## config.mk

```make
export PLATFORM = sky130hd
export DESIGN_NAME = ultrasonic_echo_responder
export DESIGN_NICKNAME = d
export VERILOG_FILES = /design/src/rtl/ultrasonic_pkg.sv /design/src/rtl/sync_edge_detector.sv /design/src/rtl/ultrasonic_echo_responder.sv
export SDC_FILE = /design/constraint.sdc
export NUM_CORES = 1
export LEC_CHECK = 0
export CAP_MARGIN = 10
export CORE_MARGIN = 1
export CORE_UTILIZATION = 35
export CTS_CLUSTER_SIZE = 20
export DETAILED_ROUTE_END_ITERATION = 16
export REMOVE_ABC_BUFFERS = 1
export SLEW_MARGIN = 20
export SYNTH_ARGS = -nofsm -noshare
export SYNTH_HDL_FRONTEND = slang
export SYNTH_SLANG_ARGS = --single-unit
export TNS_END_PERCENT = 30
```

## constraint.sdc

```tcl
create_clock -name clock -period 5.7 [get_ports clock]
set_input_delay 0.57 -clock clock [delete_from_list [all_inputs] [get_ports clock]]
set_output_delay 0.57 -clock clock [all_outputs]
set_load 0.02 [all_outputs]
```

## src/rtl/ultrasonic_pkg.sv

```systemverilog
// ultrasonic_pkg: state encodings, default 50 MHz timing and the echo width type.
package ultrasonic_pkg;
  localparam logic [2:0] ST_IDLE  = 3'd0;
  localparam logic [2:0] ST_TRIG  = 3'd1;
  localparam logic [2:0] ST_BURST = 3'd2;
  localparam logic [2:0] ST_ECHO  = 3'd3;
  localparam logic [2:0] ST_HOLD  = 3'd4;
  localparam int unsigned DEF_TRIG_MIN_CYCLES = 500;
  localparam int unsigned DEF_BURST_CYCLES    = 10000;
  localparam int unsigned DEF_CYCLES_PER_CM   = 2900;
  localparam int unsigned DEF_MIN_CM          = 2;
  localparam int unsigned DEF_MAX_CM          = 400;
  localparam int unsigned DEF_TIMEOUT_CYCLES  = 1900000;
  localparam int unsigned DEF_HOLDOFF_CYCLES  = 100000;
  typedef logic [20:0] width_t;
endpackage

```

## src/rtl/sync_edge_detector.sv

```systemverilog
// sync_edge_detector: 2-FF synchronizer with registered rise/fall pulses aligned to q.
module sync_edge_detector (
  input  logic clk,
  input  logic rst_n,
  input  logic d,
  output logic q,
  output logic rise,
  output logic fall
);
  logic s1_q, s1_d, s2_q, s2_d, rise_q, rise_d, fall_q, fall_d;
  always_comb begin
    s1_d   = d;
    s2_d   = s1_q;
    rise_d = s1_q & ~s2_q;
    fall_d = ~s1_q & s2_q;
  end
  always_ff @(posedge clk or negedge rst_n) begin
    if (!rst_n) begin
      s1_q   <= 1'b0;
      s2_q   <= 1'b0;
      rise_q <= 1'b0;
      fall_q <= 1'b0;
    end else begin
      s1_q   <= s1_d;
      s2_q   <= s2_d;
      rise_q <= rise_d;
      fall_q <= fall_d;
    end
  end
  assign q    = s2_q;
  assign rise = rise_q;
  assign fall = fall_q;
endmodule

```

## src/rtl/ultrasonic_echo_responder.sv

```systemverilog
// ultrasonic_echo_responder: HC-SR04-style sensor model; echo width encodes the latched distance.
module ultrasonic_echo_responder
  import ultrasonic_pkg::*;
#(
  parameter int unsigned TRIG_MIN_CYCLES = DEF_TRIG_MIN_CYCLES,
  parameter int unsigned BURST_CYCLES    = DEF_BURST_CYCLES,
  parameter int unsigned CYCLES_PER_CM   = DEF_CYCLES_PER_CM,
  parameter int unsigned MIN_CM          = DEF_MIN_CM,
  parameter int unsigned MAX_CM          = DEF_MAX_CM,
  parameter int unsigned TIMEOUT_CYCLES  = DEF_TIMEOUT_CYCLES,
  parameter int unsigned HOLDOFF_CYCLES  = DEF_HOLDOFF_CYCLES
) (
  input  logic       clock,
  input  logic       reset,
  input  logic       enable,
  input  logic       trigger,
  input  logic [8:0] distancia_cm,
  output logic       echo,
  output logic       busy,
  output logic [7:0] contagem,
  output logic [2:0] db_estado
);
  localparam width_t     ONE      = width_t'(1);
  localparam width_t     TRIG_MIN = width_t'(TRIG_MIN_CYCLES);
  localparam width_t     BURST    = width_t'(BURST_CYCLES);
  localparam width_t     HOLDOFF  = width_t'(HOLDOFF_CYCLES);
  localparam width_t     CPC      = width_t'(CYCLES_PER_CM);
  localparam width_t     W_MIN    = width_t'(MIN_CM * CYCLES_PER_CM);
  localparam width_t     W_TMO    = width_t'(TIMEOUT_CYCLES);
  localparam logic [8:0] D_MIN    = 9'(MIN_CM);
  localparam logic [8:0] D_MAX    = 9'(MAX_CM);
  logic       trig_s, trig_rise, trig_fall;
  logic [2:0] state_q, state_d;
  width_t     cnt_q, cnt_d, width_q, width_d, w_calc;
  logic [8:0] dist_q, dist_d;
  logic       echo_q, echo_d, busy_q, busy_d;
  logic [7:0] cont_q, cont_d;
  sync_edge_detector u_sync (
    .clk  (clock),
    .rst_n(reset),
    .d    (trigger),
    .q    (trig_s),
    .rise (trig_rise),
    .fall (trig_fall)
  );
  // 511 * CYCLES_PER_CM stays below 2^21, so the 21-bit product cannot overflow
  assign w_calc = (dist_q < D_MIN) ? W_MIN : (dist_q > D_MAX) ? W_TMO : width_t'(dist_q) * CPC;
  always_comb begin
    state_d = state_q;
    cnt_d   = cnt_q;
    dist_d  = dist_q;
    echo_d  = echo_q;
    cont_d  = cont_q;
    width_d = (state_q == ST_BURST) ? w_calc : width_q;
    case (state_q)
      ST_IDLE: if (trig_rise && enable) begin
        state_d = ST_TRIG;
        cnt_d   = ONE;
      end
      ST_TRIG: if (trig_fall) begin
        state_d = (cnt_q >= TRIG_MIN) ? ST_BURST : ST_IDLE;
        dist_d  = (cnt_q >= TRIG_MIN) ? distancia_cm : dist_q;
        cnt_d   = ONE;
      end else if (trig_s && cnt_q != '1) cnt_d = cnt_q + ONE;
      ST_BURST: if (cnt_q == BURST) begin
        state_d = ST_ECHO;
        cnt_d   = ONE;
        echo_d  = 1'b1;
      end else cnt_d = cnt_q + ONE;
      ST_ECHO: if (cnt_q == width_q) begin
        state_d = ST_HOLD;
        cnt_d   = ONE;
        echo_d  = 1'b0;
        cont_d  = cont_q + 8'd1;
      end else cnt_d = cnt_q + ONE;
      ST_HOLD: if (cnt_q == HOLDOFF) state_d = ST_IDLE;
      else cnt_d = cnt_q + ONE;
      default: state_d = ST_IDLE;
    endcase
    busy_d = (state_d != ST_IDLE);
  end
  always_ff @(posedge clock or negedge reset) begin
    if (!reset) begin
      state_q <= ST_IDLE;
      cnt_q   <= '0;
      dist_q  <= '0;
      width_q <= '0;
      echo_q  <= 1'b0;
      busy_q  <= 1'b0;
      cont_q  <= '0;
    end else begin
      state_q <= state_d;
      cnt_q   <= cnt_d;
      dist_q  <= dist_d;
      width_q <= width_d;
      echo_q  <= echo_d;
      busy_q  <= busy_d;
      cont_q  <= cont_d;
    end
  end
  assign echo      = echo_q;
  assign busy      = busy_q;
  assign contagem  = cont_q;
  assign db_estado = state_q;
endmodule

```

==> reports/results.tsv <==
stage	metric	value	unit
yosys	top post-synthesis cells by area	dfrtp_1, ha_1, fa_1	
yosys	top-area cell type share of the netlist area	0.320	
setup_path	Crit path required time	5960	ps
yosys	Synth Instances	547	
placement	DPL Wire Length	8980	um
placement	Placed Cells	739	
final_layout	fraction of layout cells with a size suffix above 1	0.0661	
routing	routed via count	3950	
sta	Clock Skews	8.63	ps
cts	clock root cell	clkbuf_16	
setup_path	CP max FO	5	
cts	clock-pin slew on the worst setup and hold paths	60	ps
yosys	Synth top cells by count	inv_1, dfrtp_1, ha_1	
power_and_ir_drop	Max IR drop VDD	0.151	mV
final_layout	ANT cells	0	
sta	Final period util	0.780	
routing	vias per cell	5.23	
floorplan	die span in x	123	um
power_and_ir_drop	Leakage Power	2.97	nW
yosys	Ys Warns	0	
sta	RSZ-0062 raised after global routing	no	
worst_hold_path	Worst Hold Depth	0	
routing	post-DR wirelength/cell	15.4	um
placement	GPL Wtd Cong	0.894	
cts	TritonCTS buffer count	9	
floorplan	num ports	26	
global_route	Congestion Overflow GR	0	
global_route	first-pass GRT wire length	19700	um
cts	Post-CTS Setup Inserts	0	
setup_path	worst reg2reg path depth	15	
sta	max-slew violation count	0	
yosys	Netlist cell types	53	
cts	CTS tree	yes	
yosys	register area share after synthesis	0.320	
global_route	Total Routing Usage GR	0.169	
setup_path	Slowest-stage cell, CP	fa_1	
cts	# clock sinks	66	
cts	CTS H-tree depth	3	
sta	# setup viols final	0	
setup_path	CP peak stage delay	530	ps
setup_path	crit start category	register	
global_route	largest net degree at the start of global routing	67	
routing	Detailed Route Iter0 Violations	331	
final_layout	area grow syn2layout	13.8	%
setup_path	worst setup path class	reg2reg	
yosys	most numerous cell in the Yosys netlist	inv_1	
routing	router iterations before antenna repair	5	
status	outcome	completed	
yosys	Synth area leader	dfrtp_1	
placement	port bufs	25	
run	MaxCap Viol Count	0	
cts	Bufs on Longest Clock Path	2	
floorplan	die height	123	um
yosys	syn avg cell area	9.43	um2
global_route	vias in the first global route	3966	
worst_hold_path	worst hold path type	reg2reg	
sta	Hold Vio Cnt, Final	0	
power_and_ir_drop	pwr dens	290	nW/um2
setup_path	crit-path cells	ha_1, inv_1, fa_1, inv_1, fa_1, inv_1, fa_1, inv_1, ha_1, o21ai_0, a211oi_1, nand2_1, and3_1, or4b_1, o211ai_1	
sta	setup_tns	0	ps
floorplan	DIE AREA	15200	um2
global_route	initial antenna violation count	0	
floorplan	Core Region	14100	um2
routing	DRC Markers	0	
yosys	Synth Flop Type	dfrtp_1	
sta	Achievable Freq	225	MHz
cts	clock latency on the worst-skew pair	340	ps
routing	Routed Antenna Nets	0	
final_layout	Layout Nets	660	
routing	WL final	11600	um
final_layout	Fillers	1372	
sta	Slew headroom	0.405	
setup_path	Setup crit end kind	register	
floorplan	Initial Util	0.364	
yosys	#FFs+latches synth	66	
yosys	Async SR Flop Fraction	1.00	
yosys	count of flip-flops with a built-in enable after synthesis	0	
cts	cts repair resizes	0	
cts	CTS Hold Buffers Added	0	
sta	post-layout min period	4450	ps
setup_path	arrival time at the worst endpoint	4710	ps
final_layout	non-filler instance count after layout	755	
sta	Worst-Margin Slew	892	ps
setup_path	Critical Path Most Common Cell	inv_1	
floorplan	row count	43	
yosys	mapped cell area	5160	um2
[worst max-delay path: cells and delay by family (launching register included)]
kind                     cells  cell delay, ps
AND/OR/NAND/NOR              3             810
adder cells (fa/ha/maj)      5            2290
buffers and inverters        4             240
AO/OA/AOI/OAI                3             610
flip-flops                   1             430
[where the power goes]
part / leakage [nW] / internal [mW] / switching, mW / total, mW
clock: 0.146 / 0.341 / 0.225 / 0.566
combinational: 1.94 / 0.259 / 0.379 / 0.638
sequential: 0.887 / 0.480 / 0.0188 / 0.499
[per-stage QoR]
step	utilization	total power, mW	setup slack, ps	hold slack [ps]	area [um2]
6_report	0.415	1.70	1250	396	5870
4_1_cts	0.415	1.72	1240	394	5870
2_1_floorplan	-	0.994	1540	274	5070
3_5_place_dp	0.393	1.15	1260	382	5560
3_3_place_gp	0.393	1.14	1380	386	5560
5_1_grt	0.415	1.84	1000	414	5870
[flip-flops by register name (all words and copies together), names as in the netlist]
name and flops:
dist_q 9, u_sync.fall 1, db_estado 3, u_sync.s1_q 1
width_q 19, u_sync.rise 1, contagem 8, u_sync.q 1
echo 1, busy 1, cnt_q 21
[layout by cell type, fill, tap and decap left out, types with 9 or more instances in the layout]
cell,n
nor2_1,31
fa_1,23
nor3_1,9
clkdlybuf4s50_1,24
nand4_1,10
xor2_1,26
a21oi_1,18
o21ai_0,29
and3_1,11
clkbuf_16,9
inv_1,79
nor2b_1,18
o21ai_1,10
dfrtp_1,66
a22o_1,24
ha_1,54
nand2_1,37
mux2_2,10
[cells by family (layout without fill, tap and decap cells)]
kind of cell             Yosys count  after routing  synth area share
AO/OA/AOI/OAI                    112            112             0.146
flip-flops                        66             66             0.320
multiplexers                      10             10            0.0218
adder cells (fa/ha/maj)           77             77             0.220
buffers and inverters             95            123            0.0743
XOR/XNOR                          33             33            0.0561
AND/OR/NAND/NOR                  154            154             0.161
[final cells by class]
type / instances / area [um2] / area share
clock inverters: 7 / 77.6 / 0.0132
well taps: 180 / 225 / 0.0384
flip-flops and latches: 66 / 1650 / 0.282
clock buffers: 9 / 225 / 0.0384
inverters: 79 / 297 / 0.0506
multi-input cells: 386 / 3120 / 0.532
repair buffers: 28 / 268 / 0.0456
[metal layers]
layer | GRT usage | share of wire | wire length, um
met3 | 0.0415 | 0.035 | 410
met4 | 0.0557 | 0.016 | 186
met2 | 0.279 | 0.48 | 5610
met5 | 0 | 0 | 0
met1 | 0.216 | 0.47 | 5400
[worst paths after layout]
path,start,endpoint,slack (ps)
worst max-delay path,dist_q[5],width_q[18],1250
worst max register to register,dist_q[5],width_q[18],1250
worst min register to register,u_sync.s1_q,u_sync.q,400
max in group asynchronous,reset,width_q[16],4700
min in group asynchronous,reset,cnt_q[9],410
worst min-delay path,u_sync.s1_q,u_sync.q,400
(Power assumes the default switching activity.)
